**config.mk**
```make
export PLATFORM = sky130hd
export DESIGN_NAME = asm_state_reg_p_flat
export DESIGN_NICKNAME = d
export VERILOG_FILES = /design/src/rtl/asm_state_reg_p_if.sv /design/src/rtl/asm_state_reg_p.sv /design/src/flat_wrapper.sv
export SDC_FILE = /design/constraint.sdc
export NUM_CORES = 1
export LEC_CHECK = 0
export BUFFER_PORTS_ARGS = -buffer_cell sky130_fd_sc_hd__buf_2
export CORE_MARGIN = 1.5
export CORE_UTILIZATION = 40
export DETAILED_ROUTE_END_ITERATION = 8
export PLACE_DENSITY = 0.61
export SLEW_MARGIN = 20
export SYNTH_ARGS = -nofsm -noshare
export SYNTH_HDL_FRONTEND = slang
export SYNTH_SLANG_ARGS = --single-unit
```
**constraint.sdc**
```tcl
create_clock -name clk -period 1.7 [get_ports clk]
set_clock_uncertainty 0.2 [all_clocks]
set_input_delay 0.17 -clock clk [delete_from_list [all_inputs] [get_ports clk]]
set_output_delay 0.17 -clock clk [all_outputs]
set_load 0.005 [all_outputs]
```
**src/rtl/asm_state_reg_p_if.sv**
```systemverilog
// asm_state_reg_p_if: request/response bundle between transition logic and the state register
interface asm_state_reg_p_if #(
  parameter int WIDTH   = 3,
  parameter int DWELL_W = 8
);
  logic [WIDTH-1:0]      set;
  logic [WIDTH-1:0]      rst;
  logic                  hold;
  logic [WIDTH-1:0]      state_code;
  logic [2**WIDTH-1:0]   state;
  logic                  changed;
  logic                  conflict;
  logic [DWELL_W-1:0]    dwell;
  logic                  timeout;
  modport master (output set, rst, hold, input state_code, state, changed, conflict, dwell, timeout);
  modport slave  (input set, rst, hold, output state_code, state, changed, conflict, dwell, timeout);
endinterface

```
**src/rtl/asm_state_reg_p.sv**
```systemverilog
// asm_state_reg_p: registered set/reset state code with one-hot decode, change strobe and dwell timeout
module asm_state_reg_p #(
  parameter int WIDTH   = 3,
  parameter int DWELL_W = 8,
  parameter int TIMEOUT = 200
) (
  input logic              clk,
  input logic              porb,
  asm_state_reg_p_if.slave bus
);
  localparam int N = 2**WIDTH;
  localparam logic [DWELL_W-1:0] DMAX = '1;
  localparam logic [DWELL_W-1:0] TMO  = DWELL_W'(TIMEOUT);
  logic [WIDTH-1:0]   set_q, rst_q, code_q, code_d;
  logic               hold_q, chg;
  logic [N-1:0]       state_q;
  logic               changed_q, conflict_q, timeout_q, timeout_d;
  logic [DWELL_W-1:0] dwell_q, dwell_d;
  // reset wins over set on each bit; the registered hold freezes the whole code
  always_comb begin
    code_d    = hold_q ? code_q : (code_q | set_q) & ~rst_q;
    chg       = code_d != code_q;
    dwell_d   = chg ? '0 : dwell_q == DMAX ? dwell_q : dwell_q + DWELL_W'(1);
    timeout_d = !chg && dwell_d >= TMO;
  end
  always_ff @(posedge clk or negedge porb) begin
    if (!porb) begin
      set_q      <= '0;
      rst_q      <= '0;
      hold_q     <= 1'b0;
      code_q     <= '0;
      state_q    <= N'(1);
      changed_q  <= 1'b0;
      conflict_q <= 1'b0;
      dwell_q    <= '0;
      timeout_q  <= 1'b0;
    end else begin
      set_q      <= bus.set;
      rst_q      <= bus.rst;
      hold_q     <= bus.hold;
      code_q     <= code_d;
      state_q    <= N'(1) << code_d;
      changed_q  <= chg;
      conflict_q <= !hold_q && |(set_q & rst_q);
      dwell_q    <= dwell_d;
      timeout_q  <= timeout_d;
    end
  end
  assign bus.state_code = code_q;
  assign bus.state      = state_q;
  assign bus.changed    = changed_q;
  assign bus.conflict   = conflict_q;
  assign bus.dwell      = dwell_q;
  assign bus.timeout    = timeout_q;
endmodule

```
**src/flat_wrapper.sv**
```systemverilog
// flat-port wrapper written by rule: the top's interface ports become plain ports
module asm_state_reg_p_flat 
#(
  parameter int WIDTH   = 3,
  parameter int DWELL_W = 8,
  parameter int TIMEOUT = 200
)
  (clk, porb, bus_set, bus_rst, bus_hold, bus_state_code, bus_state, bus_changed, bus_conflict, bus_dwell, bus_timeout);
  asm_state_reg_p_if #(.WIDTH(WIDTH), .DWELL_W(DWELL_W)) bus_i ();
  input logic clk;
  input logic porb;
  input wire logic [$bits(bus_i.set)-1:0] bus_set;
  input wire logic [$bits(bus_i.rst)-1:0] bus_rst;
  input wire logic [$bits(bus_i.hold)-1:0] bus_hold;
  output wire logic [$bits(bus_i.state_code)-1:0] bus_state_code;
  output wire logic [$bits(bus_i.state)-1:0] bus_state;
  output wire logic [$bits(bus_i.changed)-1:0] bus_changed;
  output wire logic [$bits(bus_i.conflict)-1:0] bus_conflict;
  output wire logic [$bits(bus_i.dwell)-1:0] bus_dwell;
  output wire logic [$bits(bus_i.timeout)-1:0] bus_timeout;
  assign bus_i.set = bus_set;
  assign bus_i.rst = bus_rst;
  assign bus_i.hold = bus_hold;
  assign bus_state_code = bus_i.state_code;
  assign bus_state = bus_i.state;
  assign bus_changed = bus_i.changed;
  assign bus_conflict = bus_i.conflict;
  assign bus_dwell = bus_i.dwell;
  assign bus_timeout = bus_i.timeout;
  asm_state_reg_p #(.WIDTH(WIDTH), .DWELL_W(DWELL_W), .TIMEOUT(TIMEOUT)) u_core (.clk(clk), .porb(porb), .bus(bus_i));
endmodule
```
==> results.toml <==
[critical_path]
r2r_start = "u_core.bus.dwell[3]$_DFF_PN0_"
cp.arrival_ns = 1.61
crit_type = "flip-flop to flip-flop"
required_ns = 1.73
r2r_cells = 4
critPathCaptureType = "flip-flop"
crit_path_start = "u_core.bus.dwell[3]$_DFF_PN0_"
cp_max_fo = 8
cp-start-kind = "flip-flop"

[floorplan]
core-area_um2 = 2780
placementRows = 19
die_y_um = 57.4
io_pins = 31
chipWidth_um = 57.4
initial_utilization = 0.426
die_area_um2 = 3300

[logic_synthesis]
synth_edf_count = 0
ys_types = 28
syn_nets = 117
synthCells = 107
ys.warnings.count = 0
yosysTopAreaCell = "dfrtp_1"
synth_top_flop_cell = "dfrtp_1"
synth_seq_area_share = 0.614
synth_top_area_frac = 0.591
synth_area_per_cell_um2 = 11.1
ys_ff_latch = 29
async_flop_share = 1.00
netlist_top_cells_area = "dfrtp_1 59%, nor2_1 5.1%, nand3_1 2.5%"
netlist_area_um2 = 1180

[cells_and_area]
area.sequential_um2 = 727
antennaDiodeCount = 0
layout.nets = 166
multi_input_area_um2 = 423
drive_gt1_frac = 0.338
areaGrowthSynthToFinish_pct = 30.1
instances_no_fill = 188
fillerInstances = 254
finish.utilization = 0.554

[clocking]
root_buffer = "clkbuf_4"
cts_buffer_depth = 2
path_clk_slew_ns = 0.10
post_cts_buffers = 0
clkSinkCount = 29
cts_tree = "built"
htreeDepth = 2
cts-buffers-inserted = 5
clk_latency_ns = 0.33

[sta]
max_freq_mhz = 632
max_slew.worst_pin.slew_ns = 0.603
tns_ns = 0
finalHoldViolCount = 0
setup_viol = 0
drv_slew = 0
rsz0062_at_grt = "no"
finalCritPeriodShare = 0.931
fin_crit_ns = 1.58
maxSlewHeadroom = 0.598

[drt]
drtAntennaViolNets = 0
firstDrtPassIters = 4
drc = 0
drt_iter0_markers = 44
drt_wl_total_um = 2280
vias = 939
via_per_inst = 4.99
wire_per_inst_um = 12.1

[pwr]
irDropWorstVdd_v = 0.000553
p_leak_uw = 0.000796
pwr_density_cell_nw_per_um2 = 983

[job]
max-cap-violations = 0

[place]
hpwl_um = 1570
placed_cells = 172
globalplace.congestion = 0.807
portBuffers = 30

[grt]
grt_usage = 0.153
grt_pass1_wl_um = 3620
overflow = 0
antenna_found_initial = 0
grt_max_degree = 30
grt_pass1_vias = 834

[outcome]
status = "completed"

[min_path]
min_path_type = "input port to async pin"
[stage by stage]
| stage | hold WS (ns) | total power (uW) | setup WS (ns) | area (um2) |
|---|---|---|---|---|
| after floorplan | -0.326 | 961 | 0.0958 | 1180 |
| after global placement | 0.0161 | 1110 | 0.0981 | 1400 |
| after detailed placement | 0.0257 | 1110 | 0.0444 | 1400 |
| after CTS | 0.196 | 1530 | 0.0361 | 1530 |
| after global routing | 0.206 | 1610 | 0.0244 | 1540 |
| final | 0.168 | 1520 | 0.117 | 1540 |
[registers in the layout, indices dropped and copies added, names as in the netlist]
signal,flops
u_core.rst_q,3
u_core.hold_q,1
u_core.bus.state,8
u_core.bus.dwell,8
u_core.bus.changed,1
u_core.bus.state_code,3
u_core.bus.timeout,1
u_core.bus.conflict,1
u_core.set_q,3
[what timing repair did]
action	CTS	global route
hold buffers	8	0
gates resized for setup	0	4
endpoints found under the hold margin	35	0
endpoints found under the setup margin	0	6
[layout by cell type (no fill, tap or decap)]
cell,netlist,final
buf_2,0,30
o22ai_1,3,3
or2_0,1,1
nand3_1,6,6
o32ai_1,1,1
nor3_4,1,1
inv_1,6,6
dfrtp_1,28,28
buf_4,0,6
nor2b_1,4,4
dlygate4sd3_1,0,8
and3_1,2,2
ha_2,0,1
a21boi_1,0,1
clkinv_2,0,2
xor2_1,2,2
clkbuf_4,0,5
a31o_2,1,1
nor3_1,5,5
clkinvlp_4,0,1
a21oi_1,4,4
nor2_1,16,16
o21ai_0,2,2
a31oi_1,1,1
a222oi_1,2,2
o31ai_2,0,1
nand2_1,7,6
mux2i_1,2,2
a21oi_2,1,1
nor3b_1,3,3
and3_2,2,2
nand2_2,0,1
a211oi_1,1,1
dfstp_2,1,1
[layer usage]
layer	part of all wire	GRT usage
met5	0	0
met4	0.020	0.0797
met3	0.056	0.0703
met2	0.48	0.239
met1	0.44	0.176
[power by group]
part           switching, uW  internal [uW]  leakage, uW
combinational            145            149     0.000396
clock                    248            155    0.0000310
sequential              61.0            758     0.000369
total                    453           1060     0.000796
[worst paths after layout]
check                                                      to  slack, ns
max in group asynchronous  u_core.bus.state_code[0]$_DFF_PN0_       0.73
setup / recovery                u_core.bus.dwell[1]$_DFF_PN0_       0.12
hold reg to reg                 u_core.bus.conflict$_DFF_PN0_       0.39
hold / removal                  u_core.bus.dwell[3]$_DFF_PN0_       0.17
setup reg to reg                u_core.bus.dwell[1]$_DFF_PN0_       0.12
min in group clk                    u_core.set_q[1]$_DFF_PN0_       0.28
[kinds of logic (layout without fill, tap and decap cells)]
kind of cell	Yosys count	in the layout	synth area share
AO/OA/AOI/OAI	18	18	0.105
XOR/XNOR	2	2	0.0148
adder cells (fa/ha/maj)	1	1	0.0106
buffers and inverters	8	58	0.0380
flip-flops	29	29	0.614
multiplexers	2	2	0.0169
AND/OR/NAND/NOR	47	47	0.202
[cells in the mapped netlist, drive strengths merged (2+ instances only)]
| library cell | count |
|---|---|
| nor2b | 4 |
| dfrtp | 28 |
| nor3b | 3 |
| and3 | 4 |
| a21oi | 5 |
| xor2 | 2 |
| nand3 | 6 |
| o22ai | 3 |
| a222oi | 2 |
| nor3 | 6 |
| inv | 6 |
| mux2i | 2 |
| o21ai | 2 |
| buf | 2 |
| nor2 | 16 |
| nand2 | 7 |
[layout make-up]
class,instances,share of cell area
sequential,29,0.472
clock inverter,3,0.0114
timing repair buffer,44,0.179
tap,31,0.0252
clock buffer,5,0.0244
multi-input combinational,70,0.274
inverter,6,0.0146
[critical path, stage by stage, from the launching register on]
cell     delay (ns)
dfrtp_1        0.49
nand3_1        0.23
nor3_4         0.31
mux2i_1        0.21
nor2_1         0.05
Power figures use the tool's default switching activity.
